### src/rtl/gol_next_gen.sv
// gol_next_gen: one Game of Life generation per start, swept row by row
// through a three-row window and written back in place to the row register file.
module gol_next_gen #(
   parameter int WIDTH   = 8,
   parameter int REGBITS = 3,
   parameter int CNTW    = 16
) (
   input  logic               ph1,
   input  logic               reset,
   input  logic               start,
   output logic [REGBITS-1:0] ra,
   input  logic [WIDTH-1:0]   rd,
   output logic               regwrite,
   output logic [REGBITS-1:0] wa,
   output logic [WIDTH-1:0]   wd,
   output logic               busy,
   output logic               done,
   output logic [CNTW-1:0]    gen_count
);
   typedef enum logic [2:0] {S_IDLE, S_LOAD0, S_FETCH, S_WRITE, S_DONE} state_t;
   localparam logic [REGBITS-1:0] LAST = '1;
   state_t             state_q, state_d;
   logic [REGBITS-1:0] r_q, r_d;
   logic [WIDTH-1:0]   above_q, above_d, cur_q, cur_d, below_q, below_d, nxt;
   logic [CNTW-1:0]    gen_q, gen_d;
   logic [WIDTH+1:0]   a_x, c_x, b_x;
   logic [3:0]         cnt;
   always_ff @(posedge ph1) begin
      if (reset) begin
         state_q <= S_IDLE;
         r_q     <= '0;
         above_q <= '0;
         cur_q   <= '0;
         below_q <= '0;
         gen_q   <= '0;
      end else begin
         state_q <= state_d;
         r_q     <= r_d;
         above_q <= above_d;
         cur_q   <= cur_d;
         below_q <= below_d;
         gen_q   <= gen_d;
      end
   end
   // zero-padded window rows give the dead left/right boundary
   always_comb begin
      a_x = {1'b0, above_q, 1'b0};
      c_x = {1'b0, cur_q, 1'b0};
      b_x = {1'b0, below_q, 1'b0};
      cnt = '0;
      nxt = '0;
      for (int i = 0; i < WIDTH; i++) begin
         cnt = {3'b0, a_x[i]} + {3'b0, a_x[i+1]} + {3'b0, a_x[i+2]}
             + {3'b0, c_x[i]} + {3'b0, c_x[i+2]}
             + {3'b0, b_x[i]} + {3'b0, b_x[i+1]} + {3'b0, b_x[i+2]};
         nxt[i] = (cnt == 4'd3) || (cnt == 4'd2 && cur_q[i]);
      end
   end
   always_comb begin
      state_d  = state_q;
      r_d      = r_q;
      above_d  = above_q;
      cur_d    = cur_q;
      below_d  = below_q;
      gen_d    = gen_q;
      ra       = '0;
      regwrite = 1'b0;
      wa       = '0;
      wd       = '0;
      done     = 1'b0;
      case (state_q)
         S_IDLE: if (start) begin
            r_d     = '0;
            state_d = S_LOAD0;
         end
         S_LOAD0: begin
            cur_d   = rd;
            above_d = '0;
            state_d = S_FETCH;
         end
         S_FETCH: begin
            ra      = r_q + 1'b1;
            below_d = (r_q == LAST) ? '0 : rd;
            state_d = S_WRITE;
         end
         S_WRITE: begin
            regwrite = 1'b1;
            wa       = r_q;
            wd       = nxt;
            above_d  = cur_q;
            cur_d    = below_q;
            r_d      = (r_q == LAST) ? r_q : r_q + 1'b1;
            state_d  = (r_q == LAST) ? S_DONE : S_FETCH;
         end
         S_DONE: begin
            done    = 1'b1;
            gen_d   = gen_q + 1'b1;
            state_d = S_IDLE;
         end
         default: state_d = S_IDLE;
      endcase
   end
   assign busy      = (state_q != S_IDLE);
   assign gen_count = gen_q;
endmodule

### config.mk
export PLATFORM = sky130hd
export DESIGN_NAME = gol_next_gen
export DESIGN_NICKNAME = d
export VERILOG_FILES = /design/src/rtl/gol_next_gen.sv
export SDC_FILE = /design/constraint.sdc
export NUM_CORES = 1
export LEC_CHECK = 0
export CORE_MARGIN = 1
export CORE_UTILIZATION = 45
export DETAILED_ROUTE_END_ITERATION = 8
export GPL_TIMING_DRIVEN = 0
export PLACE_DENSITY = 0.68
export SLEW_MARGIN = 0
export SYNTH_ARGS = -nofsm -noshare
export SYNTH_HDL_FRONTEND = slang
export SYNTH_SLANG_ARGS = --single-unit
### constraint.sdc
create_clock -name ph1 -period 4 [get_ports ph1]
set_input_delay 1 -clock ph1 [delete_from_list [all_inputs] [get_ports ph1]]
set_output_delay 1 -clock ph1 [all_outputs]
set_load 0.03 [all_outputs]
==> metrics.txt <==
# TYPE chip_impl_metric gauge
chip_impl_info{name="status",value="finished with violations"} 1
chip_impl_info{name="failed_checks",value="setup timing"} 1
chip_impl_metric{name="timing.critical_path.fanout_max",unit=""} 3
chip_impl_metric{name="clkSlewWorstSetupHoldPaths",unit="ps"} 80
chip_impl_info{name="unrepaired_setup_endpoints_after_global_routing",value="yes"} 1
chip_impl_metric{name="filler_free_cell_count_of_the_finished_design",unit=""} 511
chip_impl_metric{name="post-route-worst-setup-slack",unit="ps"} -256
chip_impl_metric{name="ys_ff_latch",unit=""} 46
chip_impl_metric{name="vias",unit=""} 2633
chip_impl_metric{name="postSynthNetCount",unit=""} 415
chip_impl_metric{name="final-max-slew-violation-count",unit=""} 0
chip_impl_metric{name="power_density",unit="nW/µm²"} 238
chip_impl_metric{name="synthesis.area_per_instance",unit="µm²"} 9.02
chip_impl_metric{name="die_w",unit="µm"} 86.1
chip_impl_metric{name="routed_wire_length_per_instance",unit="µm"} 14.0
chip_impl_info{name="clockRootBuffer",value="clkbuf_8"} 1
chip_impl_info{name="critical_path.most_common_cell",value="fa_1"} 1
chip_impl_metric{name="numPlacedInstances",unit=""} 491
chip_impl_metric{name="post-dp-hpwl",unit="µm"} 5270
chip_impl_info{name="mostFrequentLayoutCells",value="inv_1, clkdlybuf4s50_1, dfxtp_1"} 1
chip_impl_metric{name="timing.max_slew.rel_slack",unit="%"} 53.7
chip_impl_metric{name="layout-drive-gt1-share",unit="%"} 19.5
chip_impl_info{name="clock_tree_from_tritoncts",value="yes"} 1
chip_impl_metric{name="detail_route.vias_per_cell",unit=""} 5.15
chip_impl_info{name="mostFrequentLayoutCell",value="inv_1"} 1
chip_impl_metric{name="clock.fmax",unit="MHz"} 235
chip_impl_metric{name="timing.final.crit_period",unit="ps"} 4260
chip_impl_metric{name="timing.max_cap.violations",unit=""} 0
chip_impl_metric{name="report.final.hold_viol_count",unit=""} 0
chip_impl_metric{name="critical_path.max_stage_delay",unit="ps"} 530
chip_impl_metric{name="antenna_found_initial",unit=""} 0
chip_impl_metric{name="grt_first_pass_wirelength",unit="µm"} 12300
chip_impl_metric{name="fin_worst_skew",unit="ps"} 4.88
chip_impl_info{name="crit_path_start_kind",value="flop"} 1
chip_impl_info{name="path_class",value="reg -> out"} 1
chip_impl_metric{name="area_delta_synth_final",unit="%"} 25.5
chip_impl_metric{name="detail_route.first_pass.iterations",unit=""} 4
chip_impl_metric{name="post_synth_num_cell_types",unit=""} 40
chip_impl_metric{name="maximum_number_of_pins_on_one_net_before_global_route_repair",unit=""} 14
chip_impl_metric{name="period_share",unit="%"} 106
chip_impl_metric{name="grtUsageTotal",unit="%"} 21.0
chip_impl_metric{name="antenna-diode-count",unit=""} 0
chip_impl_metric{name="design.die.area",unit="µm²"} 7420
chip_impl_metric{name="worst-slew-pin-transition",unit="ps"} 691
chip_impl_info{name="end_kind",value="primary output"} 1
chip_impl_metric{name="totalWireLength",unit="µm"} 7130
chip_impl_info{name="path_cells",value="inv_4, fa_1, fa_1, fa_1, inv_1, ha_2, fa_2, o2111a_1, buf_6"} 1
chip_impl_metric{name="globalRoute.totalOverflow",unit=""} 0
chip_impl_metric{name="start_util",unit="%"} 46.6
chip_impl_metric{name="antenna_violating_nets_post_route",unit=""} 0
chip_impl_metric{name="initialDrtViolationCount",unit=""} 104
chip_impl_metric{name="synthesized_netlist_cell_count",unit=""} 353
chip_impl_metric{name="place_worst_setup_slack",unit="ps"} -650
chip_impl_metric{name="nNetsFinal",unit=""} 477
chip_impl_metric{name="numCtsBuffers",unit=""} 5
chip_impl_metric{name="top_level_i_o_count",unit=""} 44
chip_impl_info{name="slowest_stage",value="fa_1"} 1
chip_impl_metric{name="yosysWarningCount",unit=""} 0
chip_impl_metric{name="drt_drc_violations_left",unit=""} 0
chip_impl_metric{name="place_congestion",unit=""} 0.757
chip_impl_metric{name="totalNegativeSetupSlack",unit="ps"} -1260
chip_impl_metric{name="fin_util",unit="%"} 58.5
chip_impl_metric{name="worst_skew_pair.late_latency",unit="ps"} 290
chip_impl_metric{name="cellLeakagePower",unit="nW"} 1.69
chip_impl_metric{name="required",unit="ps"} 3000
chip_impl_metric{name="cts.htree.levels",unit=""} 2
chip_impl_metric{name="first_global_vias",unit=""} 2612
chip_impl_metric{name="post_synthesis_sequential_area_ratio",unit="%"} 28.9
chip_impl_metric{name="holdWs",unit="ps"} 470
chip_impl_metric{name="numPortBuffers",unit=""} 42
chip_impl_metric{name="synthesis.area",unit="µm²"} 3190
chip_impl_metric{name="fillers",unit=""} 632
chip_impl_metric{name="worst-r2r-setup-slack",unit="ps"} 2270
chip_impl_metric{name="clkSinkCount",unit=""} 46
chip_impl_metric{name="total_number_of_placement_rows",unit=""} 30
chip_impl_metric{name="final-setup-viol-count",unit=""} 6
chip_impl_metric{name="ir_worst_vdd",unit="µV"} 138
chip_impl_info{name="hold_class",value="reg -> reg"} 1
chip_impl_metric{name="fp.dieH",unit="µm"} 86.1
chip_impl_metric{name="timing.critical_path.arrival",unit="ps"} 3260
chip_impl_metric{name="max-clock-path-buffers",unit=""} 2
chip_impl_metric{name="fp.coreArea",unit="µm²"} 6830
## cells in the mapped netlist
| cell | n | share of area (%) |
|---|---|---|
| buf_4 | 1 | 0.24 |
| nor2b_1 | 2 | 0.39 |
| ha_1 | 23 | 9.0 |
| nand4_1 | 4 | 0.79 |
| nand2_1 | 21 | 2.5 |
| a22oi_1 | 2 | 0.47 |
| a2111oi_0 | 2 | 0.55 |
| and3_1 | 4 | 0.79 |
| nor3b_2 | 2 | 0.79 |
| or3_2 | 1 | 0.24 |
| and3_2 | 1 | 0.24 |
| and4_1 | 1 | 0.27 |
| or3b_2 | 2 | 0.55 |
| nor2_1 | 26 | 3.1 |
| or4_1 | 4 | 0.94 |
| nor3_1 | 3 | 0.47 |
| clkbuf_1 | 11 | 1.3 |
| dfxtp_1 | 46 | 29 |
| and4_4 | 1 | 0.35 |
| o21ai_0 | 9 | 1.4 |
| inv_1 | 53 | 6.2 |
| a211oi_1 | 8 | 1.9 |
| fa_1 | 28 | 18 |
| buf_2 | 4 | 0.63 |
| xor2_1 | 8 | 2.2 |
| o2111a_1 | 5 | 1.8 |
| or3_1 | 2 | 0.39 |
| a31oi_1 | 1 | 0.20 |
| nand2b_1 | 1 | 0.20 |
| nor4b_1 | 1 | 0.27 |
| a21oi_1 | 28 | 4.4 |
| nand3_1 | 18 | 2.8 |
| mux2i_1 | 10 | 3.1 |
| nand3b_1 | 10 | 2.4 |
| buf_1 | 1 | 0.12 |
| nand4_4 | 1 | 0.67 |
| a21o_1 | 1 | 0.24 |
| o31ai_1 | 4 | 0.94 |
| and2_1 | 2 | 0.39 |
| xnor2_1 | 1 | 0.27 |
## routing by layer
| layer | vias to the layer above | routed length (µm) | global-route usage [%] |
|---|---|---|---|
| li1 | 1313 | - | - |
| met1 | 1284 | 3430 | 28.3 |
| met2 | 31 | 3460 | 35.7 |
| met3 | 5 | 193 | 2.79 |
| met4 | 0 | 56 | 5.00 |
| met5 | - | 0 | 0 |
## per-stage QoR
step	area [µm²]	total power, W
final	4000	0.000951
after global routing	4000	0.00101
after global placement	3750	0.000674
after CTS	3960	0.000956
after floorplan	3210	0.000625
after detailed placement	3750	0.000682
## state kept, by name, indices dropped and copies added (netlist names)
register,count
above_q,8
cur_q,8
below_q,8
gen_count,16
state_q,3
r_q,3
## where the power goes
| part | internal (W) | switching [W] |
|---|---|---|
| registers | 0.000472 | 0.0000130 |
| logic | 0.0000811 | 0.000119 |
| clock network | 0.000117 | 0.000149 |
## worst paths after layout
kind	start	to	cells after the start
worst max-delay path	cur_q[1]	wd[2]	9
worst min-delay path	below_q[7]	below_q[7]	2
worst max register to register	gen_count[0]	gen_count[14]	5
worst min register to register	below_q[7]	below_q[7]	2
## critical path, delay by kind of cell, from the launching register on
kind / cells / cell delay [ps]
adder cells (fa/ha/maj): 5 / 2160
flip-flops: 1 / 380
AO/OA/AOI/OAI: 1 / 190
buffers and inverters: 3 / 230
## kinds of logic (layout without fill, tap and decap cells)
kind of cell	Yosys count	in the layout	synth area share, %
and+or+nand+nor	107	107	18.5
buffers and inverters	70	132	8.52
AOI/OAI and AO/OA	60	60	11.9
adders and majority gates	51	51	26.6
DFF	46	46	28.9
muxes	10	10	3.14
xor gates and xnor gates	9	9	2.47
## final cells by class
| class | instances | area [µm²] | area share, % |
|---|---|---|---|
| clock inverter | 2 | 10.0 | 0.250 |
| buffer | 17 | 72.6 | 1.82 |
| timing repair buffer | 55 | 519 | 13.0 |
| multi-input combinational | 237 | 2060 | 51.6 |
| sequential | 46 | 940 | 23.5 |
| tap | 96 | 120 | 3.00 |
| inverter | 53 | 204 | 5.10 |
| clock buffer | 5 | 68.8 | 1.72 |
## what timing repair did
item | in CTS | in global routing
buffers inserted | 10 | 3
endpoints found under the setup margin | 7 | 7
gates resized for setup | 82 | 11
pin swaps | 15 | 12
hold buffers | 0 | 0
Power figures use the tool's default switching activity.
